File: src/rtl/stream_stats_filter_if.sv
// Sample-stream bus for stream_stats_filter.
// The stream has no backpressure: the producer presents one sample per
// clock on DATA_IN and the block produces one registered result per clock.
// OUT_VALID qualifies DATA_OUT only; there is no ready signal and a result
// is never held waiting for a consumer.
interface stream_stats_filter_if #(
    parameter int WIDTH = 8
);
    logic                    SYNC_CLR;
    logic                    RESTART;
    logic                    ENABLE;
    logic [1:0]              MODE;
    logic signed [WIDTH-1:0] DATA_IN;
    logic signed [WIDTH-1:0] DATA_OUT;
    logic                    OUT_VALID;
    logic signed [WIDTH-1:0] RMAX_OUT;
    logic signed [WIDTH-1:0] RMIN_OUT;

    // Sample source / result sink side
    modport master (
        output SYNC_CLR, RESTART, ENABLE, MODE, DATA_IN,
        input  DATA_OUT, OUT_VALID, RMAX_OUT, RMIN_OUT
    );

    // Filter side
    modport slave (
        input  SYNC_CLR, RESTART, ENABLE, MODE, DATA_IN,
        output DATA_OUT, OUT_VALID, RMAX_OUT, RMIN_OUT
    );
endinterface

File: src/rtl/stream_stats_filter.sv
// Running max/min tracker with a DEPTH-tap sample history.
// Every run cycle produces one of: min/max midpoint, delayed sample,
// two-point average, DEPTH-point moving average, saturated first
// difference, or the last enabled sample. All arithmetic is carried in
// widened precision so results never wrap.
module stream_stats_filter #(
    parameter int WIDTH = 8,
    parameter int DEPTH = 4,
    parameter int LOG2D = 2
) (
    input  logic                  CLOCK,
    input  logic                  RESET,
    stream_stats_filter_if.slave  bus,
    output logic [1:0]            state_dbg
);
    typedef enum logic [1:0] {
        S_INIT = 2'd0,
        S_LOAD = 2'd1,
        S_RUN  = 2'd2
    } state_t;

    localparam int SW = WIDTH + LOG2D;
    localparam logic [LOG2D:0] FILL_MAX = (LOG2D + 1)'(DEPTH);
    localparam logic [LOG2D:0] FILL_ONE = (LOG2D + 1)'(1);
    localparam logic signed [WIDTH-1:0] SAT_MAX = {1'b0, {(WIDTH-1){1'b1}}};
    localparam logic signed [WIDTH-1:0] SAT_MIN = {1'b1, {(WIDTH-1){1'b0}}};

    state_t                  state_q, state_d;
    logic signed [WIDTH-1:0] data_out_q, data_out_d;
    logic                    out_valid_q, out_valid_d;
    logic signed [WIDTH-1:0] rmax_q, rmax_d;
    logic signed [WIDTH-1:0] rmin_q, rmin_d;
    logic signed [WIDTH-1:0] rlast_q, rlast_d;
    logic [LOG2D:0]          fill_q, fill_d;
    logic signed [WIDTH-1:0] hist_q [DEPTH];
    logic signed [WIDTH-1:0] hist_d [DEPTH];

    logic signed [WIDTH:0]   mid_sum, mid_adj;
    logic signed [WIDTH:0]   pair_sum, pair_adj;
    logic signed [SW-1:0]    hist_sum;
    logic signed [WIDTH:0]   diff;
    logic signed [WIDTH-1:0] mid_res, pair_res, avg_res, diff_res;
    logic                    unused_bits;

    // Datapath candidates, all from pre-edge register values and DATA_IN.
    // Halving adds the sign bit before the shift so it truncates toward
    // zero; the moving average uses a plain arithmetic shift (floor).
    always_comb begin
        mid_sum  = {rmax_q[WIDTH-1], rmax_q} + {rmin_q[WIDTH-1], rmin_q};
        mid_adj  = mid_sum + {{WIDTH{1'b0}}, mid_sum[WIDTH]};
        mid_res  = mid_adj[WIDTH:1];

        pair_sum = {bus.DATA_IN[WIDTH-1], bus.DATA_IN}
                 + {hist_q[DEPTH-1][WIDTH-1], hist_q[DEPTH-1]};
        pair_adj = pair_sum + {{WIDTH{1'b0}}, pair_sum[WIDTH]};
        pair_res = pair_adj[WIDTH:1];

        hist_sum = '0;
        for (int k = 0; k < DEPTH; k++) begin
            hist_sum = hist_sum + {{LOG2D{hist_q[k][WIDTH-1]}}, hist_q[k]};
        end
        avg_res  = hist_sum[SW-1:LOG2D];

        diff = {bus.DATA_IN[WIDTH-1], bus.DATA_IN} - {hist_q[0][WIDTH-1], hist_q[0]};
        if (diff[WIDTH] != diff[WIDTH-1]) begin
            diff_res = diff[WIDTH] ? SAT_MIN : SAT_MAX;
        end else begin
            diff_res = diff[WIDTH-1:0];
        end

        unused_bits = ^{mid_adj[0], pair_adj[0], hist_sum[LOG2D-1:0]};
    end

    // Next-state and register update logic for the whole block
    always_comb begin
        state_d     = state_q;
        data_out_d  = data_out_q;
        out_valid_d = out_valid_q;
        rmax_d      = rmax_q;
        rmin_d      = rmin_q;
        rlast_d     = rlast_q;
        fill_d      = fill_q;
        hist_d      = hist_q;

        case (state_q)
            S_INIT: begin
                state_d = S_LOAD;
            end
            S_LOAD: begin
                rmax_d      = bus.DATA_IN;
                rmin_d      = bus.DATA_IN;
                rlast_d     = '0;
                fill_d      = '0;
                data_out_d  = '0;
                out_valid_d = 1'b0;
                for (int k = 0; k < DEPTH; k++) hist_d[k] = '0;
                state_d     = S_RUN;
            end
            S_RUN: begin
                if (bus.SYNC_CLR) begin
                    // Clear wins outright: nothing else moves this edge
                    state_d = S_LOAD;
                end else begin
                    if (bus.RESTART) begin
                        data_out_d  = mid_res;
                        out_valid_d = 1'b1;
                    end else if (bus.ENABLE) begin
                        case (bus.MODE)
                            2'b00:   data_out_d = hist_q[DEPTH-1];
                            2'b01:   data_out_d = pair_res;
                            2'b10:   data_out_d = avg_res;
                            default: data_out_d = diff_res;
                        endcase
                        out_valid_d = (fill_q == FILL_MAX);
                    end else begin
                        data_out_d  = rlast_q;
                        out_valid_d = 1'b1;
                    end

                    if (bus.ENABLE) rlast_d = bus.DATA_IN;

                    if (bus.DATA_IN > rmax_q) begin
                        rmax_d = bus.DATA_IN;
                    end else if (bus.DATA_IN < rmin_q) begin
                        rmin_d = bus.DATA_IN;
                    end

                    hist_d[0] = bus.DATA_IN;
                    for (int k = 1; k < DEPTH; k++) hist_d[k] = hist_q[k-1];

                    if (fill_q != FILL_MAX) fill_d = fill_q + FILL_ONE;
                end
            end
            default: begin
                state_d = S_INIT;
            end
        endcase
    end

    // State and datapath registers, asynchronously cleared
    always_ff @(posedge CLOCK or negedge RESET) begin
        if (!RESET) begin
            state_q     <= S_INIT;
            data_out_q  <= '0;
            out_valid_q <= 1'b0;
            rmax_q      <= '0;
            rmin_q      <= '0;
            rlast_q     <= '0;
            fill_q      <= '0;
            for (int k = 0; k < DEPTH; k++) hist_q[k] <= '0;
        end else begin
            state_q     <= state_d;
            data_out_q  <= data_out_d;
            out_valid_q <= out_valid_d;
            rmax_q      <= rmax_d;
            rmin_q      <= rmin_d;
            rlast_q     <= rlast_d;
            fill_q      <= fill_d;
            for (int k = 0; k < DEPTH; k++) hist_q[k] <= hist_d[k];
        end
    end

    assign bus.DATA_OUT  = data_out_q;
    assign bus.OUT_VALID = out_valid_q;
    assign bus.RMAX_OUT  = rmax_q;
    assign bus.RMIN_OUT  = rmin_q;
    assign state_dbg     = state_q;
endmodule

File: src/flat_wrapper.sv
// flat-port wrapper written by rule: the top's interface ports become plain ports
module stream_stats_filter_flat 
#(
    parameter int WIDTH = 8,
    parameter int DEPTH = 4,
    parameter int LOG2D = 2
)
  (CLOCK, RESET, state_dbg, bus_SYNC_CLR, bus_RESTART, bus_ENABLE, bus_MODE, bus_DATA_IN, bus_DATA_OUT, bus_OUT_VALID, bus_RMAX_OUT, bus_RMIN_OUT);
  stream_stats_filter_if #(.WIDTH(WIDTH)) bus_i ();
  input  logic CLOCK;
  input  logic RESET;
  output logic [1:0] state_dbg;
  input wire logic [$bits(bus_i.SYNC_CLR)-1:0] bus_SYNC_CLR;
  input wire logic [$bits(bus_i.RESTART)-1:0] bus_RESTART;
  input wire logic [$bits(bus_i.ENABLE)-1:0] bus_ENABLE;
  input wire logic [$bits(bus_i.MODE)-1:0] bus_MODE;
  input wire logic [$bits(bus_i.DATA_IN)-1:0] bus_DATA_IN;
  output wire logic [$bits(bus_i.DATA_OUT)-1:0] bus_DATA_OUT;
  output wire logic [$bits(bus_i.OUT_VALID)-1:0] bus_OUT_VALID;
  output wire logic [$bits(bus_i.RMAX_OUT)-1:0] bus_RMAX_OUT;
  output wire logic [$bits(bus_i.RMIN_OUT)-1:0] bus_RMIN_OUT;
  assign bus_i.SYNC_CLR = bus_SYNC_CLR;
  assign bus_i.RESTART = bus_RESTART;
  assign bus_i.ENABLE = bus_ENABLE;
  assign bus_i.MODE = bus_MODE;
  assign bus_i.DATA_IN = bus_DATA_IN;
  assign bus_DATA_OUT = bus_i.DATA_OUT;
  assign bus_OUT_VALID = bus_i.OUT_VALID;
  assign bus_RMAX_OUT = bus_i.RMAX_OUT;
  assign bus_RMIN_OUT = bus_i.RMIN_OUT;
  stream_stats_filter #(.WIDTH(WIDTH), .DEPTH(DEPTH), .LOG2D(LOG2D)) u_core (.CLOCK(CLOCK), .RESET(RESET), .bus(bus_i), .state_dbg(state_dbg));
endmodule
File: config.mk
export PLATFORM = sky130hd
export DESIGN_NAME = stream_stats_filter_flat
export DESIGN_NICKNAME = d
export VERILOG_FILES = /design/src/rtl/stream_stats_filter_if.sv /design/src/rtl/stream_stats_filter.sv /design/src/flat_wrapper.sv
export SDC_FILE = /design/constraint.sdc
export NUM_CORES = 1
export LEC_CHECK = 0
export ABC_AREA = 1
export CELL_PAD_IN_SITES_DETAIL_PLACEMENT = 1
export CELL_PAD_IN_SITES_GLOBAL_PLACEMENT = 2
export CORE_ASPECT_RATIO = 1.25
export CORE_MARGIN = 2
export CORE_UTILIZATION = 35
export CTS_CLUSTER_DIAMETER = 200
export DETAILED_ROUTE_END_ITERATION = 16
export GPL_TIMING_DRIVEN = 0
export PLACE_DENSITY_LB_ADDON = 0.1
export SLEW_MARGIN = 20
export SYNTH_ARGS = -nofsm -noshare
export SYNTH_HDL_FRONTEND = slang
export SYNTH_SLANG_ARGS = --single-unit
File: constraint.sdc
create_clock -name CLOCK -period 4 [get_ports CLOCK]
set_clock_uncertainty 0.1 [all_clocks]
set_input_delay 1.2 -clock CLOCK [delete_from_list [all_inputs] [get_ports CLOCK]]
set_output_delay 1.2 -clock CLOCK [all_outputs]
set_load 0.05 [all_outputs]
# After elaboration in Yosys (flattened, before gate mapping)
# Cells that the tools add are included.
# W data, S select, Z words.
# classes
n_addsub	9
n_mul	0
n_div	0
magnitude_cmp	2
eq_ne	14
n_shift	0
mux	28
bitwise	0
reduce_logical	8
# op_table
op	n
$mux W8	12
$pmux W32 S2	1
$pmux W8 S2	4
$mux W32	1
$add A8 B8 Y9	3
$pmux W8 S3	1
$add A10 B10 Y10	2
$add A9 B1 Y9	2
$reduce_and A3 Y1	3
$sub A8 B8 Y9	1
$gt A8 B8 Y1	1
$lt A8 B8 Y1	1
$ne A2 B2 Y1 const B	4
$mux W3	2
$ne A2 B1 Y1 const B	3
$pmux W2 S3	1
$pmux W3 S2	1
$eq A2 B1 Y1 const B	2
$eq A2 B2 Y1 const B	2
$logic_not A2 Y1	2
$reduce_and A4 Y1	1
$add A3 B1 Y3 const B	1
$eq A3 B3 Y1 const B	1
$mux W1	3
6 further kinds	6
# word_totals
regBits	70
latchBits	0
mem_bits_rw	0
mem_bits_ro	0
in_bits	15
out_inout_bits	27
elab_cells	72
memories	0

# Longest topological paths before layout
# logic_depth
word_depth	8
ltp_mapped	24
mapped_depth_nobuf	24

# Least setup slack after synthesis
# Ideal clock, no wire load.
# synth_timing
path_type	reg-to-reg
from	register u_core.hist_q[24] (netlist bit)
to	register u_core.data_out_q[7] (netlist: u_core.bus.DATA_OUT[7])
setup_ps	118
t_arrival_ps	3280
t_required_ps	3782
path_slack_ps	503
stages_incl_launch_ff	21
path_buffers	0
period_less_slack_ps	3497
path_cell_list	dfrtp_1 > ha_1 > inv_1 > fa_1 > o21ai_0 > a21oi_1 > o21ai_0 > xnor2_1 > fa_1 > inv_1 > ha_1 > a21oi_1 > o31a_1 > a21boi_0 > o21ai_0 > nand2_1 > nand2_1 > nand2_1 > nand2_1 > nand3_1 > nand2_1
# synth_between
elab_chain_cells	8
word_cells_on_any_way	12
classes_between	add/sub: 4; eq/ne: 1; mux: 7
# synth_lines
element	line_no	source
from (decl)	stream_stats_filter.sv:35	logic signed [WIDTH-1:0] hist_q [DEPTH];
$add A8 B8 Y9 or $sub A8 B8 Y9 (tied branches)	stream_stats_filter.sv:60, stream_stats_filter.sv:64	
$add A10 B10 Y10, or another cell as far along	stream_stats_filter.sv:60	hist_sum = hist_sum + {{LOG2D{hist_q[k][WIDTH-1]}}, hist_q[k]};
$add A10 B10 Y10 or $mux W8 (tied branches)	stream_stats_filter.sv:60, stream_stats_filter.sv:65	
$pmux W8 S3 (*)	stream_stats_filter.sv:108	case (bus.MODE)
$mux W8 (*)	stream_stats_filter.sv:107	end else if (bus.ENABLE) begin
$mux W8 (*)	stream_stats_filter.sv:104	if (bus.RESTART) begin
$mux W8 (*)	stream_stats_filter.sv:100	if (bus.SYNC_CLR) begin
$pmux W8 S2 (*)	stream_stats_filter.sv:85	case (state_q)
to (signal assigned)	stream_stats_filter.sv:153	data_out_q <= data_out_d;
to (decl)	stream_stats_filter.sv:29	logic signed [WIDTH-1:0] data_out_q, data_out_d;
# Mark *: on every way between the ends. The rest lies on a longest branch, timed or not. The select of a mux whose other input is x is not followed.
# A chain may end at the register's enable or synchronous reset.

# Worst setup path after layout
# Ends and elaborated chain as after synthesis.

==> results.sh <==
export IMPL_synthCells=769
export IMPL_insertion_delay_ps=350
export IMPL_maxCapViolations=0
export IMPL_io_pins=42
export IMPL_hold_violations=0
export IMPL_dp_cells=1026
export IMPL_switching_share=0.5211
export IMPL_worstSetupStartpointType="flop"
export IMPL_critPathKind="reg -> reg"
export IMPL_worst_pin_slew_ps=795.0
export IMPL_grt_pass1_wl_um=30360
export IMPL_grt_max_degree=39
export IMPL_worstHoldStart="u_core.state_dbg[0]"
export IMPL_seq_power_share=0.200
export IMPL_drive_gt1_frac=0.09398
export IMPL_crit_fanout=3
export IMPL_p_per_area_nw_per_um2=821.8
export IMPL_p_leak_nw=3.432
export IMPL_p_clk_frac=0.164
export IMPL_cp_end_kind="flop"
export IMPL_vias=5344
export IMPL_dp_hpwl_um=15550
export IMPL_outcome="finished clean"
export IMPL_antenna_found_initial=0
export IMPL_finalSetupViolCount=0
export IMPL_final_cell_mix="nand2_1 (181), inv_1 (134), dfrtp_1 (70), nand3_1 (57), ha_1 (54)"
export IMPL_place_congestion=0.8443
export IMPL_period_share=0.9465
export IMPL_die_height_um=146.8
export IMPL_clock_sinks=70
export IMPL_antenna_cells=0
export IMPL_numCtsBuffers=9
export IMPL_rows=52
export IMPL_max_freq_mhz=264.1
export IMPL_final_setup_tns_ps=0
export IMPL_hp_class="reg -> reg"
export IMPL_cts_root_buf="clkbuf_16"
export IMPL_synth_area_um2=5709
export IMPL_area_growth_pct=19.81
export IMPL_final_nets=912
export IMPL_synth_edf_count=0
export IMPL_p_comb_frac=0.636
export IMPL_wirelength_um=19020
export IMPL_first_iter_violations=216
export IMPL_grt_usage=0.2253
export IMPL_cts_buffer_depth=2
export IMPL_yosysSeqAreaShare=0.3068
export IMPL_finalMaxSlewViolations=0
export IMPL_synth_nets=856
export IMPL_fillCellCount=2048
export IMPL_start_util=0.3553
export IMPL_drtPass1Iterations=4
export IMPL_portBuffers=40
export IMPL_ys_warn_count=0
export IMPL_cts_tree="yes"
export IMPL_switching_power_w=0.002929
export IMPL_core_um2=16070
export IMPL_die_area_um2=17360
export IMPL_final_common_cell="nand2_1"
export IMPL_reg2reg_setup_slack_ps=210
export IMPL_die_w_um=118.2
export IMPL_ys_ff_latch=70
export IMPL_min_period_ps=3786
export IMPL_stdcell_count=1046
export IMPL_drtAntennaViolNets=0
export IMPL_total_power_w=0.005622
export IMPL_h_tree_depth=3
export IMPL_via_per_inst=5.109
export IMPL_ys_flop_type="dfrtp_1"
export IMPL_avgSynthCellArea_um2=7.424
export IMPL_drc=0
export IMPL_ir_drop_uv=355.0
export IMPL_grt_ovfl_total=0
export IMPL_hold_end="u_core.state_dbg[0]"
export IMPL_critical_path_arrival_ps=3920
export IMPL_synthArstFlopShare=1.000
export IMPL_rr_worst_depth=22
export IMPL_grt_pass1_vias=5780
export IMPL_r2r_end="u_core.bus.DATA_OUT[7]"
export IMPL_ys_types=39
export IMPL_maxSlewHeadroom=0.4700
export IMPL_clkSlewWorstSetupHoldPaths_ps=70
export IMPL_regToRegStartpoint="u_core.hist_q[24]"
export IMPL_internal_power_w=0.002692
export IMPL_min_path_cells=1
export IMPL_wl_per_cell_um=18.18
export IMPL_required_ps=4140
[timing repair]
item                                    CTS  global route
resized for setup                        14            32
endpoints found under the setup margin    7             5
setup buffers                             0             4
pin swaps                                 1             4
hold buffers                              0             0
[cell type report]
type | count | area, um^2 | area share
timing repair buffer | 45 | 419.2 | 0.06128
inverter | 138 | 521.8 | 0.07628
tap | 216 | 270.3 | 0.03951
clock buffer | 10 | 239.0 | 0.03494
clock inverter | 6 | 93.84 | 0.01372
sequential | 70 | 1752 | 0.2561
buffer | 15 | 65.06 | 0.009512
multi-input combinational | 546 | 3480 | 0.5087
[metal layers]
metal | global-route usage | wire, um | vias up
met5 | 0 | 0 | -
met4 | 0.06506 | 331 | 0
met3 | 0.02989 | 521 | 22
met2 | 0.4410 | 10580 | 71
met1 | 0.2502 | 7583 | 2625
li1 | - | - | 2626
[kinds of logic (layout without fill, tap and decap cells)]
logic type / after synthesis / after routing / synth area share
AO/OA/AOI/OAI: 147 / 147 / 0.1462
XOR/XNOR: 22 / 22 / 0.03375
adder cells (fa/ha/maj): 72 / 72 / 0.1749
buffers and inverters: 153 / 214 / 0.1021
flip-flops: 70 / 70 / 0.3068
AND/OR/NAND/NOR: 305 / 305 / 0.2362
[worst max path at each step]
stage	start	end	slack (ps)	depth (start not counted)
6_report	u_core.hist_q[24]	u_core.bus.DATA_OUT[7]	210	22
5_1_grt	u_core.hist_q[24]	u_core.bus.DATA_OUT[7]	-60	22
4_1_cts	bus_DATA_IN[1]	u_core.bus.DATA_OUT[3]	30	22
3_5_place_dp	bus_DATA_IN[1]	u_core.bus.DATA_OUT[3]	-810	22
3_3_place_gp	RESET	u_core.hist_q[5]	-980	1
2_1_floorplan	u_core.hist_q[24]	u_core.bus.DATA_OUT[7]	500	20
[synthesized netlist by cell type (2+ instances only)]
| cell type | number | area share |
|---|---|---|
| a31oi_1 | 3 | 0.0033 |
| nand2_2 | 9 | 0.0099 |
| a21oi_2 | 3 | 0.0046 |
| ha_1 | 59 | 0.13 |
| xor2_1 | 16 | 0.025 |
| nor2_2 | 4 | 0.0044 |
| nor2_4 | 2 | 0.0039 |
| buf_2 | 4 | 0.0035 |
| o21a_1 | 2 | 0.0026 |
| inv_2 | 2 | 0.0013 |
| nand4_1 | 11 | 0.012 |
| nand3b_1 | 2 | 0.0026 |
| o21ai_0 | 46 | 0.040 |
| fa_1 | 13 | 0.046 |
| xnor2_1 | 6 | 0.0092 |
| nand2_1 | 181 | 0.12 |
| o211ai_1 | 2 | 0.0026 |
| inv_1 | 136 | 0.089 |
| nor2_1 | 27 | 0.018 |
| o22ai_1 | 34 | 0.037 |
| nand3_1 | 57 | 0.050 |
| dfrtp_1 | 70 | 0.31 |
| or2_2 | 2 | 0.0022 |
| clkbuf_1 | 9 | 0.0059 |
| o21bai_1 | 4 | 0.0053 |
| nand3_2 | 2 | 0.0035 |
| a21boi_0 | 2 | 0.0026 |
| a21oi_1 | 46 | 0.040 |
| nor3_1 | 4 | 0.0035 |
| o221ai_1 | 2 | 0.0031 |
[flip-flops by register name (all words and copies together), names as in the netlist]
name	count
u_core.bus.DATA_OUT	8
u_core.bus.OUT_VALID	1
u_core.bus.RMAX_OUT	8
u_core.bus.RMIN_OUT	8
u_core.fill_q	3
u_core.hist_q	32
u_core.rlast_q	8
u_core.state_dbg	2
[power by group through the flow]
stage | combinational [W] | clock (W) | sequential, W
floorplan | 0.00203 | 0 | 0.00150
global placement | 0.00342 | 0 | 0.00112
detailed placement | 0.00351 | 0 | 0.00113
CTS | 0.00354 | 0.000934 | 0.00112
global route | 0.00398 | 0.000964 | 0.00116
finish | 0.00357 | 0.000923 | 0.00112
[critical path: stages, from the launching register on]
cell,delay (ps)
dfrtp_1,380
ha_2,200
inv_1,60
fa_2,370
o21ai_4,150
a21oi_1,90
o21ai_2,200
nand2_1,130
a31oi_4,220
fa_1,450
inv_2,100
ha_4,210
a21oi_1,140
o31a_1,180
nand2_1,50
nor2_1,70
o21ai_0,90
nand2_1,90
nand2_1,70
nand2_1,90
nand2_1,80
nand3_1,70
nand2_1,50
[per-stage QoR]
stage | setup slack (ps) | hold slack [ps] | util | cell area, um^2
2_1_floorplan | 502.6 | 372.5 | - | 5709
6_report | 214.2 | 365.8 | 0.4256 | 6840
3_3_place_gp | -981.2 | 344.1 | 0.3970 | 6380
5_1_grt | -57.07 | 403.1 | 0.4256 | 6840
4_1_cts | 25.31 | 372.8 | 0.4190 | 6733
3_5_place_dp | -811.6 | 360.4 | 0.3981 | 6397
(Power assumes the default switching activity.)
